## config.mk

```make
export PLATFORM = sky130hd
export DESIGN_NAME = esm_instr_buffer
export DESIGN_NICKNAME = d
export VERILOG_FILES = /design/src/rtl/esm_pkg.sv /design/src/rtl/esm_ibuf_ptr.sv /design/src/rtl/esm_instr_buffer.sv
export SDC_FILE = /design/constraint.sdc
export NUM_CORES = 1
export LEC_CHECK = 0
export BUFFER_PORTS_ARGS = -buffer_cell sky130_fd_sc_hd__buf_2
export CAP_MARGIN = 20
export CELL_PAD_IN_SITES_DETAIL_PLACEMENT = 2
export CELL_PAD_IN_SITES_GLOBAL_PLACEMENT = 2
export CORE_ASPECT_RATIO = 2
export CORE_UTILIZATION = 49
export CTS_BUF_LIST = sky130_fd_sc_hd__clkbuf_8
export DETAILED_ROUTE_END_ITERATION = 8
export PLACE_DENSITY = 0.83
export SLEW_MARGIN = 10
export SYNTH_ARGS = -nofsm -noshare
export SYNTH_HDL_FRONTEND = slang
export SYNTH_HIERARCHICAL = 1
export SYNTH_SLANG_ARGS = --single-unit
```

## constraint.sdc

```tcl
create_clock -name clk -period 21.3 [get_ports clk]
set_clock_uncertainty 0.2 [all_clocks]
set_input_delay 4.26 -clock clk [delete_from_list [all_inputs] [get_ports clk]]
set_output_delay 4.26 -clock clk [all_outputs]
set_load 0.005 [all_outputs]
```

## src/rtl/esm_pkg.sv

```systemverilog
`default_nettype none
// ============================================================================
//  Module   : esm_pkg
//  Brief    : Shared defaults, instruction field ranges and index/count types
//             for the ESM instruction window.
//  Revision : 1.0 - initial release
// ============================================================================
package esm_pkg;

  localparam int ESM_INSTR_W = 32;
  localparam int ESM_BS      = 16;
  localparam int ESM_IDX_W   = $clog2(ESM_BS);

  // Register-specifier bit ranges inside a RISC-V style instruction word
  localparam int ESM_RD_MSB  = 11;
  localparam int ESM_RD_LSB  = 7;
  localparam int ESM_RS1_MSB = 19;
  localparam int ESM_RS1_LSB = 15;
  localparam int ESM_RS2_MSB = 24;
  localparam int ESM_RS2_LSB = 20;

  typedef logic [ESM_IDX_W-1:0] idx_t;
  typedef logic [ESM_IDX_W:0]   cnt_t;

endpackage
`default_nettype wire

```

## src/rtl/esm_ibuf_ptr.sv

```systemverilog
`default_nettype none
// ============================================================================
//  Module   : esm_ibuf_ptr
//  Brief    : IDX_W-bit wrapping slot pointer with increment and clear.
//             Wrap from BS-1 to 0 is the natural modulo-2^IDX_W rollover.
//  Revision : 1.0 - initial release
// ============================================================================
module esm_ibuf_ptr #(
  parameter int IDX_W = 4
) (
  input  logic             clk,
  input  logic             rst,
  input  logic             inc,
  input  logic             clr,
  output logic [IDX_W-1:0] ptr
);

  logic [IDX_W-1:0] r_ptr;

  // Clear wins over increment so a flush always lands the pointer on slot 0
  always_ff @(posedge clk or posedge rst) begin
    if (rst) begin
      r_ptr <= '0;
    end else if (clr) begin
      r_ptr <= '0;
    end else if (inc) begin
      r_ptr <= r_ptr + IDX_W'(1);
    end
  end

  assign ptr = r_ptr;

endmodule
`default_nettype wire

```

## src/rtl/esm_instr_buffer.sv

```systemverilog
`default_nettype none
// ============================================================================
//  Module   : esm_instr_buffer
//  Brief    : In-order BS-entry instruction window. Accepts decoded
//             instructions over valid/ready, assigns each a slot index and
//             forwards it (1-cycle latency) to dependency analysis. Retire
//             frees the oldest slot; flush empties the window.
//  Options  : ESM_IBUF_STATS_EN - adds stall_cycles[15:0], a saturating count
//             of cycles with in_valid && !in_ready (cleared by rst / flush).
//  Revision : 1.0 - initial release
// ============================================================================
module esm_instr_buffer
  import esm_pkg::*;
#(
  parameter int INSTR_W = ESM_INSTR_W,
  parameter int BS      = ESM_BS,
  parameter int IDX_W   = $clog2(BS)
) (
  input  logic               clk,
  input  logic               rst,
  input  logic               in_valid,
  output logic               in_ready,
  input  logic [INSTR_W-1:0] in_instr,
  input  logic               in_regwrite,
  input  logic               in_alusrc,
  output logic               out_valid,
  output logic [INSTR_W-1:0] out_instr,
  output logic               out_regwrite,
  output logic               out_alusrc,
  output logic [IDX_W-1:0]   out_index,
  input  logic               retire,
  input  logic               flush,
  output logic [IDX_W:0]     count,
  output logic               full,
  output logic               empty
`ifdef ESM_IBUF_STATS_EN
  ,
  output logic [15:0]        stall_cycles
`endif
);

  localparam int             c_ent_w    = INSTR_W + 2;
  localparam logic [IDX_W:0] c_full_cnt = (IDX_W+1)'(BS);

  logic [IDX_W-1:0] w_head;
  logic [IDX_W-1:0] w_tail;
  logic [IDX_W:0]   r_count;
  logic             r_out_valid;
  logic [IDX_W-1:0] r_out_index;
  logic [c_ent_w-1:0] r_mem [BS];
  logic [c_ent_w-1:0] w_out_entry;
  logic             w_full;
  logic             w_empty;
  logic             w_accept;
  logic             w_retire;

  // Status comes only from the registered count, so in_ready never sees retire
  assign w_full   = (r_count == c_full_cnt);
  assign w_empty  = (r_count == '0);
  assign in_ready = !w_full && !flush;
  assign w_accept = in_valid && in_ready;
  assign w_retire = retire && !w_empty && !flush;

  esm_ibuf_ptr #(.IDX_W(IDX_W)) u_head_ptr (
    .clk (clk),
    .rst (rst),
    .inc (w_retire),
    .clr (flush),
    .ptr (w_head)
  );

  esm_ibuf_ptr #(.IDX_W(IDX_W)) u_tail_ptr (
    .clk (clk),
    .rst (rst),
    .inc (w_accept),
    .clr (flush),
    .ptr (w_tail)
  );

  // Occupancy tracked from accept/retire deltas; simultaneous pair cancels
  always_ff @(posedge clk or posedge rst) begin
    if (rst) begin
      r_count <= '0;
    end else if (flush) begin
      r_count <= '0;
    end else if (w_accept && !w_retire) begin
      r_count <= r_count + (IDX_W+1)'(1);
    end else if (!w_accept && w_retire) begin
      r_count <= r_count - (IDX_W+1)'(1);
    end
  end

  // Allocation pulse and slot index of the entry just written
  always_ff @(posedge clk or posedge rst) begin
    if (rst) begin
      r_out_valid <= 1'b0;
      r_out_index <= '0;
    end else begin
      r_out_valid <= w_accept;
      if (w_accept) begin
        r_out_index <= w_tail;
      end
    end
  end

  // Window storage; the forwarded data is read back from the newest slot
  always_ff @(posedge clk or posedge rst) begin
    if (rst) begin
      for (int i = 0; i < BS; i++) begin
        r_mem[i] <= '0;
      end
    end else if (w_accept) begin
      r_mem[w_tail] <= {in_instr, in_regwrite, in_alusrc};
    end
  end

  // Every write also moves r_out_index onto that slot, so this read is always
  // the last accepted entry and holds its value while out_valid is low.
  assign w_out_entry  = r_mem[r_out_index];
  assign out_instr    = w_out_entry[c_ent_w-1:2];
  assign out_regwrite = w_out_entry[1];
  assign out_alusrc   = w_out_entry[0];
  assign out_valid    = r_out_valid;
  assign out_index    = r_out_index;
  assign count        = r_count;
  assign full         = w_full;
  assign empty        = w_empty;

  // Head pointer marks the oldest entry for retire-side consumers of r_mem
  logic w_unused_head;
  assign w_unused_head = ^w_head;

`ifdef ESM_IBUF_STATS_EN
  logic [15:0] r_stall_cycles;

  // Saturating count of upstream stall cycles
  always_ff @(posedge clk or posedge rst) begin
    if (rst) begin
      r_stall_cycles <= '0;
    end else if (flush) begin
      r_stall_cycles <= '0;
    end else if (in_valid && !in_ready && (r_stall_cycles != 16'hFFFF)) begin
      r_stall_cycles <= r_stall_cycles + 16'd1;
    end
  end

  assign stall_cycles = r_stall_cycles;
`endif

endmodule
`default_nettype wire
```

==> results.yml <==
hold_path:
  hp-class: "flop to flop"
synth:
  synth.distinct_cells: 40
  ys_ff_latch: 558
  syn_area_um2: 25100
  synthCells: 1476
  async_flop_share: 1.00
  yosysWarnings: 6
  dominantRegCellSynth: "dfrtp_1"
  seq_area_frac_synth: 0.557
  syn_nets: 1521
  synth_area_per_cell_um2: 17.0
  synth-edff-count: 0
drt:
  drt_pre_antenna_iters: 4
  wl_met2_um: 41800
  via_per_inst: 6.27
  first_iter_violations: 944
  routed_wl_um: 76000
  postRouteAntennaNets: 0
  wl_met1_um: 29600
  vias: 14200
  top_layer_used: "met4"
  wl_met3_um: 2450
  wl_per_cell_um: 33.7
  drc: 0
cts:
  cts_tree: "built"
  clock_path_buffers: 3
  cts_root_buffer: "clkbuf_8"
  post_cts_buffers: 0
  cts.sink_count: 558
  ctsHoldBuffers: 0
  insertion_delay_ns: 0.66
  h-tree-depth: 3
  numCtsBuffers: 81
  clk_pin_slew_ns: 0.07
  post_cts_resized: 0
timing:
  min_period_ns: 9.56
  rsz0062_at_grt: "false"
  fin_setup_tns_ns: 0
  tightest_slew_ns: 1.14
  finalCritPeriodShare: 0.449
  setup_ws_ns: 11.74
  maxSlewViolCount: 0
  hold_viol: 0
  finalSetupViolCount: 0
  relSlewSlack: 0.238
  max_freq_ghz: 0.105
final_layout:
  finalNetCount: 1587
  final_common_cell: "dfrtp_1"
  final_area_um2: 27700
  n_fill_cell: 4423
  final_cell_mix: "554 x dfrtp_1, 509 x mux2_2, 170 x mux4_2"
  drive_gt1_frac: 0.577
  area_growth_pct: 10.6
  instances_no_fill: 2257
placement:
  dp_cells: 2107
  hpwl_um: 38200
  routabilityCongestion: 0.722
  dp_worst_setup_slack_ns: 11.77
  portBuffers: 85
  place_area_um2: 26000
worst_setup_path:
  start_kind: "primary input"
  crit_arrival_ns: 5.10
  end_kind: "output pin"
  slowest_stage: "a21o_1"
  cpMostUsedCell: "buf_2"
  critPathKind: "primary input to output pin"
  critical-path-max-stage-delay_ns: 0.32
  cp_cell_sequence: "buf_2 -> a21o_1 -> inv_1 -> buf_2"
  crit_required_ns: 16.84
  critical_path.top_delay_family: "buffers and inverters"
  cp_max_fo: 12
  crit_buf_inv: 3
die:
  num_io_pins: 86
  chipHeight_um: 322
  dieWidth_um: 162
  rows: 116
  start_util: 0.499
  die-area_um2: 52100
  core_area_um2: 50200
power:
  powerDensity_nw_per_um2: 94.7
  vdd_drop_max_uv: 53.4
  leakagePower_nw: 12.9
global_route:
  antenna_found_initial: 3
  grt_usage: 0.307
  grt_pass1_wl_um: 115000
  grt_pass1_vias: 16800
  grt_max_degree: 218
  overflow: 0
flow_run:
  maxCapViolations: 0
run_status:
  status: "finished, final reports clean"
final timing paths:
check                                  startpoint                       endpoint  slack, ns  depth (start not counted)
min                        r_mem[527]$_DFFE_PP0P_         r_mem[527]$_DFFE_PP0P_       0.29                          1
max reg2reg                  count[0]$_DFFE_PP0P_         r_mem[466]$_DFFE_PP0P_      17.79                          7
min in group asynchronous                     rst  u_tail_ptr/ptr[3]$_DFFE_PP0P_       3.35                          2
max                                         flush                       in_ready      11.74                          4
min reg2reg                r_mem[527]$_DFFE_PP0P_         r_mem[527]$_DFFE_PP0P_       0.29                          1
max in group asynchronous                     rst         r_mem[393]$_DFFE_PP0P_      14.52                          4
synth_stat cells, types with 3 or more instances:
master / count / area, um2
nand3_1: 3 / 15.0
mux2_1: 39 / 439
nand2b_1: 3 / 18.8
inv_1: 3 / 11.3
ha_1: 5 / 62.6
nor2_1: 14 / 52.6
buf_6: 3 / 33.8
nand2_1: 3 / 11.3
a21o_1: 3 / 22.5
buf_2: 46 / 230
buf_1: 14 / 52.6
xnor2_1: 3 / 26.3
mux2_2: 509 / 5730
nor3_1: 5 / 25.0
clkbuf_1: 63 / 236
a21oi_1: 3 / 15.0
nor2_4: 3 / 33.8
mux2i_1: 3 / 30.0
dfrtp_1: 558 / 14000
mux4_2: 170 / 3830
final cells by class:
class / count / area, um2 / share of cell area
timing repair buffer: 109 / 647 / 0.0234
multi-input combinational: 789 / 10600 / 0.383
inverter: 3 / 18.8 / 0.000678
sequential: 558 / 14000 / 0.505
clock buffer: 104 / 1430 / 0.0517
tap: 649 / 812 / 0.0293
clock inverter: 42 / 203 / 0.00732
antenna: 3 / 7.51 / 0.000271
state kept, by name, indices dropped and copies added, names as in the netlist:
name            flops
r_mem             544
out_index           4
out_valid           1
count               5
u_tail_ptr/ptr      4
metal layers:
| metal | up-vias | GRT usage |
|---|---|---|
| li1 | 5656 | - |
| met1 | 7981 | 0.368 |
| met2 | 378 | 0.553 |
| met3 | 141 | 0.0402 |
| met4 | 0 | 0.124 |
| met5 | - | 0 |
power by group:
| part | total, mW | leakage [nW] | internal (mW) | switching [mW] |
|---|---|---|---|---|
| clock | 0.883 | 0.963 | 0.450 | 0.432 |
| sequential | 1.25 | 7.57 | 1.16 | 0.0898 |
| combinational | 0.489 | 4.37 | 0.262 | 0.227 |
cells by family after synthesis:
kind of cell	share of synthesized area
xor gates and xnor gates	0.00140
and+or+nand+nor	0.0117
buffers and inverters	0.0225
AOI/OAI and AO/OA	0.00270
adders and majority gates	0.00330
muxes	0.401
DFF	0.557
per-stage QoR:
stage	total power, mW	utilization	hold WS (ns)
final	2.62	0.552	0.290
after CTS	2.65	0.551	0.291
after global routing	2.73	0.552	0.308
after floorplan	1.56	-	0.253
after detailed placement	1.74	0.519	0.274
after global placement	1.70	0.519	0.262
Power figures use the tool's default switching activity.
